File: src/rtl/wall_scheduler.sv
// Wall layout owner and per-frame object/wall overlap sequencer.
// Loads a 4-wall layout and tests one wall per clock after each frame tick.
module wall_scheduler #(
  parameter int NUM_LEVELS = 4,
  parameter int HOR_W      = 64,
  parameter int HOR_H      = 32,
  parameter int VERT_W     = 32,
  parameter int VERT_H     = 64
) (
  input  logic        Clk,
  input  logic        Reset,
  input  logic        frame_clk,
  input  logic [1:0]  level_sel,
  input  logic        level_load,
  input  logic [9:0]  obj_x,
  input  logic [9:0]  obj_y,
  input  logic [9:0]  obj_size,
  output logic [39:0] wall_x,
  output logic [39:0] wall_y,
  output logic [3:0]  wall_vert,
  output logic [3:0]  hit_mask,
  output logic        hit_any,
  output logic        check_done,
  output logic        busy
);

  typedef enum logic [1:0] {
    IDLE,
    LOAD,
    CHECK,
    DONE
  } state_t;

  localparam logic [39:0] L0X =
    {10'd600, 10'd320, 10'd400, 10'd10};
  localparam logic [39:0] L0Y =
    {10'd400, 10'd240, 10'd200, 10'd20};
  localparam logic [3:0]  L0V = 4'b1010;

  // Entry is {x, y, vertical}; out-of-range levels fall back to layout 0.
  function automatic logic [20:0] layout(
    input logic [1:0] lvl,
    input logic [1:0] i
  );
    logic [1:0]  l;
    logic [20:0] r;
    l = lvl;
    if (int'(lvl) >= NUM_LEVELS) l = 2'd0;
    r = '0;
    case ({l, i})
      4'h0: r = {10'd10,  10'd20,  1'b0};
      4'h1: r = {10'd400, 10'd200, 1'b1};
      4'h2: r = {10'd320, 10'd240, 1'b0};
      4'h3: r = {10'd600, 10'd400, 1'b1};
      4'h4: r = {10'd100, 10'd100, 1'b1};
      4'h5: r = {10'd200, 10'd300, 1'b0};
      4'h6: r = {10'd500, 10'd50,  1'b1};
      4'h7: r = {10'd50,  10'd420, 1'b0};
      4'h8: r = {10'd0,   10'd0,   1'b0};
      4'h9: r = {10'd575, 10'd0,   1'b0};
      4'ha: r = {10'd0,   10'd447, 1'b0};
      4'hb: r = {10'd575, 10'd447, 1'b0};
      4'hc: r = {10'd300, 10'd100, 1'b1};
      4'hd: r = {10'd300, 10'd316, 1'b1};
      4'he: r = {10'd150, 10'd224, 1'b0};
      4'hf: r = {10'd426, 10'd224, 1'b0};
      default: r = '0;
    endcase
    return r;
  endfunction

  state_t      state_q, state_d;
  logic [1:0]  idx_q, idx_d;
  logic [1:0]  lvl_q;
  logic        frame_q;
  logic [9:0]  ox_q, oy_q, osz_q;
  logic [3:0]  acc_q;
  logic [3:0]  hit_mask_q;
  logic        hit_any_q;
  logic [39:0] wx_q, wy_q;
  logic [3:0]  wv_q;

  logic        rise;
  logic        start_load, start_chk;
  logic [20:0] lay_w;
  logic [10:0] cwx, cwy, cw, ch;
  logic [10:0] ox_l, oy_l, ox_h, oy_h;
  logic        cv, hit_cur;

  assign rise = frame_clk & ~frame_q;
  assign lay_w = layout(lvl_q, idx_q);

  assign cwx  = {1'b0, wx_q[idx_q*10 +: 10]};
  assign cwy  = {1'b0, wy_q[idx_q*10 +: 10]};
  assign cv   = wv_q[idx_q];
  assign cw   = cv ? 11'(VERT_W) : 11'(HOR_W);
  assign ch   = cv ? 11'(VERT_H) : 11'(HOR_H);
  assign ox_l = {1'b0, ox_q};
  assign oy_l = {1'b0, oy_q};
  assign ox_h = ox_l + {1'b0, osz_q};
  assign oy_h = oy_l + {1'b0, osz_q};

  // Inclusive edges: touching boxes count as a hit.
  assign hit_cur = (ox_l <= cwx + cw) && (cwx <= ox_h) &&
                   (oy_l <= cwy + ch) && (cwy <= oy_h);

  always_comb begin
    state_d    = state_q;
    idx_d      = idx_q;
    start_load = 1'b0;
    start_chk  = 1'b0;
    check_done = 1'b0;
    unique case (state_q)
      IDLE: begin
        if (level_load) begin
          state_d    = LOAD;
          idx_d      = 2'd0;
          start_load = 1'b1;
        end else if (rise) begin
          state_d   = CHECK;
          idx_d     = 2'd0;
          start_chk = 1'b1;
        end
      end
      LOAD: begin
        idx_d = idx_q + 2'd1;
        if (idx_q == 2'd3) state_d = IDLE;
      end
      CHECK: begin
        idx_d = idx_q + 2'd1;
        if (idx_q == 2'd3) state_d = DONE;
      end
      DONE: begin
        check_done = 1'b1;
        state_d    = IDLE;
      end
      default: state_d = IDLE;
    endcase
  end

  always_ff @(posedge Clk or posedge Reset) begin
    if (Reset) begin
      state_q    <= IDLE;
      idx_q      <= 2'd0;
      lvl_q      <= 2'd0;
      frame_q    <= 1'b0;
      ox_q       <= '0;
      oy_q       <= '0;
      osz_q      <= '0;
      acc_q      <= '0;
      hit_mask_q <= '0;
      hit_any_q  <= 1'b0;
      wx_q       <= L0X;
      wy_q       <= L0Y;
      wv_q       <= L0V;
    end else begin
      state_q <= state_d;
      idx_q   <= idx_d;
      frame_q <= frame_clk;
      if (start_load) begin
        lvl_q      <= level_sel;
        hit_mask_q <= '0;
        hit_any_q  <= 1'b0;
      end
      if (start_chk) begin
        ox_q  <= obj_x;
        oy_q  <= obj_y;
        osz_q <= obj_size;
        acc_q <= '0;
      end
      if (state_q == LOAD) begin
        wx_q[idx_q*10 +: 10] <= lay_w[20:11];
        wy_q[idx_q*10 +: 10] <= lay_w[10:1];
        wv_q[idx_q]          <= lay_w[0];
      end
      if (state_q == CHECK) acc_q[idx_q] <= hit_cur;
      if (state_q == DONE) begin
        hit_mask_q <= acc_q;
        hit_any_q  <= |acc_q;
      end
    end
  end

  assign wall_x    = wx_q;
  assign wall_y    = wy_q;
  assign wall_vert = wv_q;
  assign hit_mask  = hit_mask_q;
  assign hit_any   = hit_any_q;
  assign busy      = (state_q != IDLE);

endmodule
File: config.mk
export PLATFORM = sky130hd
export DESIGN_NAME = wall_scheduler
export DESIGN_NICKNAME = d
export VERILOG_FILES = /design/src/rtl/wall_scheduler.sv
export SDC_FILE = /design/constraint.sdc
export NUM_CORES = 1
export LEC_CHECK = 0
export ABC_AREA = 1
export BUFFER_PORTS_ARGS = -buffer_cell sky130_fd_sc_hd__buf_2
export CAP_MARGIN = 10
export CELL_PAD_IN_SITES_DETAIL_PLACEMENT = 2
export CELL_PAD_IN_SITES_GLOBAL_PLACEMENT = 2
export CORE_UTILIZATION = 34
export CTS_BUF_LIST = sky130_fd_sc_hd__clkbuf_8 sky130_fd_sc_hd__clkbuf_16
export CTS_CLUSTER_DIAMETER = 30
export DETAILED_ROUTE_END_ITERATION = 8
export PLACE_DENSITY_LB_ADDON = 0.2
export SKIP_CTS_REPAIR_TIMING = 1
export SLEW_MARGIN = 20
export SYNTH_ARGS = -nofsm -noshare
export SYNTH_HDL_FRONTEND = slang
export SYNTH_SLANG_ARGS = --single-unit
export TNS_END_PERCENT = 20
File: constraint.sdc
create_clock -name Clk -period 4.1 [get_ports Clk]
set_input_delay 0 -clock Clk [delete_from_list [all_inputs] [get_ports Clk]]
set_output_delay 0 -clock Clk [all_outputs]
set_load 0.05 [all_outputs]
==> metrics.md <==
| Metric | Value |
|---|---|
| Worst Setup Start Kind | register |
| DRT iter0 DRCs | 667 |
| Layout cells sized above 1 | 0.183 |
| RD Place Congestion | 0.880 |
| Final Hold Viols | 0 |
| Synthesized area | 0.00930 mm² |
| Outcome | finished, final reports clean |
| Initial antenna violation count | 0 |
| Mapped Nets | 1359 |
| Reg2Reg Depth | 20 |
| Die Y | 167 µm |
| CTS H-Tree Depth | 4 |
| TritonCTS clock tree | yes |
| Vias in the first global route | 10300 |
| CP Class | register to register |
| Clk root buf | clkbuf_16 |
| Crit Path Max Fanout | 26 |
| Total negative setup slack | 0 ns |
| Worst endpoint required time | 4.48 ns |
| Synth cell types | 50 |
| R2R Path End | acc_q[1]$_DFF_PP0_ |
| Nets@finish | 1509 |
| Drt drc | 0 |
| Final ANT Viol Nets | 0 |
| Wire length on met3 | 2380 µm |
| Max_cap viols | 0 |
| CP Data Arrival Time | 4.25 ns |
| Synthesis Warnings | 0 |
| Met2 Wirelength | 20600 µm |
| I/O Buffers | 126 |
| Synthesis-to-layout area growth | 20.9% |
| Synthesized flop and latch total | 130 |
| Filler cells | 3177 |
| Site Rows | 60 |
| CTS Sinks | 130 |
| Seq/Total Area, Yosys | 0.353 |
| Mean post-synth cell area | 7.52 µm² |
| Tightest Hold Check Type | primary input to async pin |
| Final wirelength | 43400 µm |
| Skew final | 0.0163 ns |
| Sequential cell area | 0.00329 mm² |
| Worst R2R Setup Slack | 0.23 ns |
| Multi-input gate area | 0.00532 mm² |
| Effective utilization at floorplan | 0.346 |
| Top sig layer | met4 |
| Ant diodes | 0 |
| CTS buffer count | 17 |
| Final Cycle Share | 0.945 |
| Fmax | 258 MHz |
| Vias | 9853 |
| Die area | 0.0280 mm² |
| WL/cell | 24.9 µm |
| 1st-pass router iterations | 5 |
| Clock slew at reported path FFs | 0.07 ns |
| Vias per cell | 5.66 |
| DP HPWL | 30500 µm |
| Maximum buffer depth of the clock tree | 2 |
| Finished Cell Area | 0.0112 mm² |
| IO Pins | 127 |
| Largest net degree at the start of global routing | 73 |
| Core area | 0.0269 mm² |
| Tmin final | 3.87 ns |
| Relative slew slack | 0.355 |
| Clk_lat worst skew | 0.45 ns |
| Cell Area, Placed | 0.0103 mm² |
| Worst-margin pin slew | 0.964 ns |
| Die Span X | 167 µm |
| First-pass GRT wire length | 62900 µm |
| GRT overflow | 0 |
| Gate Count Post-Synth | 1237 |
| Setup Viol. Count Final | 0 |
| CP endpoint kind | register |
| RR Startpoint | idx_q[0]$_DFFE_PP0P_ |
| Max Slew Vio Count | 0 |
| Metal-1 WL | 18800 µm |
| GRT Total Usage | 0.299 |
-- worst max-delay path by stage --
| stage | slack (ns) | from | cells past startpoint | to |
|---|---|---|---|---|
| final | 0.23 | idx_q[0]$_DFFE_PP0P_ | 20 | acc_q[1]$_DFF_PP0_ |
| after floorplan | 0.56 | idx_q[0]$_DFFE_PP0P_ | 21 | acc_q[0]$_DFF_PP0_ |
| after detailed placement | 0.41 | idx_q[0]$_DFFE_PP0P_ | 20 | acc_q[1]$_DFF_PP0_ |
| after CTS | 0.26 | idx_q[0]$_DFFE_PP0P_ | 20 | acc_q[1]$_DFF_PP0_ |
| after global routing | -0.008 | idx_q[0]$_DFFE_PP0P_ | 20 | acc_q[3]$_DFF_PP0_ |
| after global placement | 0.66 | idx_q[0]$_DFFE_PP0P_ | 20 | acc_q[3]$_DFF_PP0_ |
-- critical path: stages (launching register included) --
cell and delay (ns):
dfrtp_2 0.43, inv_2 0.40, nand2_1 0.12, a32oi_1 0.20, buf_4 0.19, ha_1 0.20
inv_1 0.07, fa_1 0.39, inv_1 0.14, nand3_1 0.11, xor2_1 0.18, ha_1 0.32
nand2_1 0.11, inv_1 0.06, nand2_1 0.05, nand2_1 0.05, a21oi_1 0.17, nor2_1 0.09
a21oi_2 0.28, nand4_1 0.15, nand2_1 0.10
-- logic make-up (layout without fill, tap and decap cells) --
| kind of cell | count (synthesis) | count (layout) | share of synthesized area |
|---|---|---|---|
| XOR/XNOR | 21 | 21 | 0.0198 |
| flip-flops | 130 | 130 | 0.353 |
| AND/OR/NAND/NOR | 591 | 591 | 0.265 |
| adder cells (fa/ha/maj) | 86 | 86 | 0.119 |
| multiplexers | 25 | 25 | 0.0303 |
| AO/OA/AOI/OAI | 214 | 214 | 0.138 |
| buffers and inverters | 170 | 333 | 0.0751 |
-- placed cells by master, fill, tap and decap left out, drive strengths merged, types with 3 or more instances in the layout --
cell	instances
fa	4
ha	82
a31oi	9
nand4	22
or2	5
a21o	5
dfstp	25
dfrtp	105
nand3	99
o31ai	5
inv	118
o21ai	74
a32oi	12
o211ai	13
and2	3
dlygate4sd3	35
clkinv	9
mux2	25
buf	148
xnor2	7
nand2	356
clkbuf	18
o22ai	13
nor2	96
bufinv	3
xor2	14
nor3	8
a21oi	71
-- sequential cells by signal (all words and copies together), names as in the netlist --
register,count
osz_q,10
hit_mask,4
state_q,2
wall_y,40
hit_any,1
lvl_q,2
oy_q,10
acc_q,4
ox_q,10
wall_x,40
wall_vert,4
frame_q,1
idx_q,2
-- Yosys cell counts, drive strengths merged --
| master | instances | share of area |
|---|---|---|
| a211oi | 1 | 0.00081 |
| mux2 | 25 | 0.030 |
| a32o | 1 | 0.0011 |
| and2 | 3 | 0.0020 |
| a41oi | 1 | 0.00094 |
| nand3 | 99 | 0.053 |
| buf | 33 | 0.020 |
| nand4 | 22 | 0.015 |
| clkinv | 3 | 0.0012 |
| inv | 115 | 0.046 |
| a22oi | 2 | 0.0016 |
| a21o | 5 | 0.0040 |
| a31oi | 9 | 0.0061 |
| fa | 4 | 0.0086 |
| o31ai | 5 | 0.0046 |
| o21a | 1 | 0.00081 |
| a22o | 1 | 0.00094 |
| a21oi | 71 | 0.039 |
| dfrtp | 105 | 0.28 |
| nand3b | 2 | 0.0016 |
| o221ai | 2 | 0.0019 |
| a21boi | 1 | 0.00081 |
| o22ai | 13 | 0.010 |
| o211ai | 13 | 0.011 |
| xnor2 | 7 | 0.0066 |
| o21bai | 2 | 0.0016 |
| nand2 | 356 | 0.14 |
| clkbuf | 19 | 0.0077 |
| o21ai | 74 | 0.041 |
| a32oi | 12 | 0.011 |
| nor2 | 96 | 0.041 |
| dfstp | 25 | 0.071 |
| xor2 | 14 | 0.013 |
| or2 | 5 | 0.0034 |
| nor3 | 8 | 0.0054 |
| ha | 82 | 0.11 |
-- metal layers --
metal  vias up  track usage
met3        82       0.0501
met2       333        0.490
met5         -            0
met4         0        0.116
met1      5008        0.391
li1       4430            -
-- stage by stage --
stage                util  hold WS, ns  cells  setup WS [ns]
floorplan               -       0.0314   1237          0.557
global placement    0.383        0.121   1674          0.658
detailed placement  0.383        0.126   1674          0.409
CTS                 0.405       -0.333   1706          0.261
global route        0.418        0.228   1741       -0.00795
finish              0.418        0.221   1741          0.226
-- layout make-up --
type,count,area share
clock inverters,14,0.0148
multi-input cells,937,0.473
well taps,341,0.0379
clock buffers,18,0.0391
flip-flops and latches,130,0.292
repair buffers,183,0.103
inverters,118,0.0398
Power is left out: the tool's default activity adds up to more than one toggle a clock period on the data nets, which glitch-free logic cannot reach.
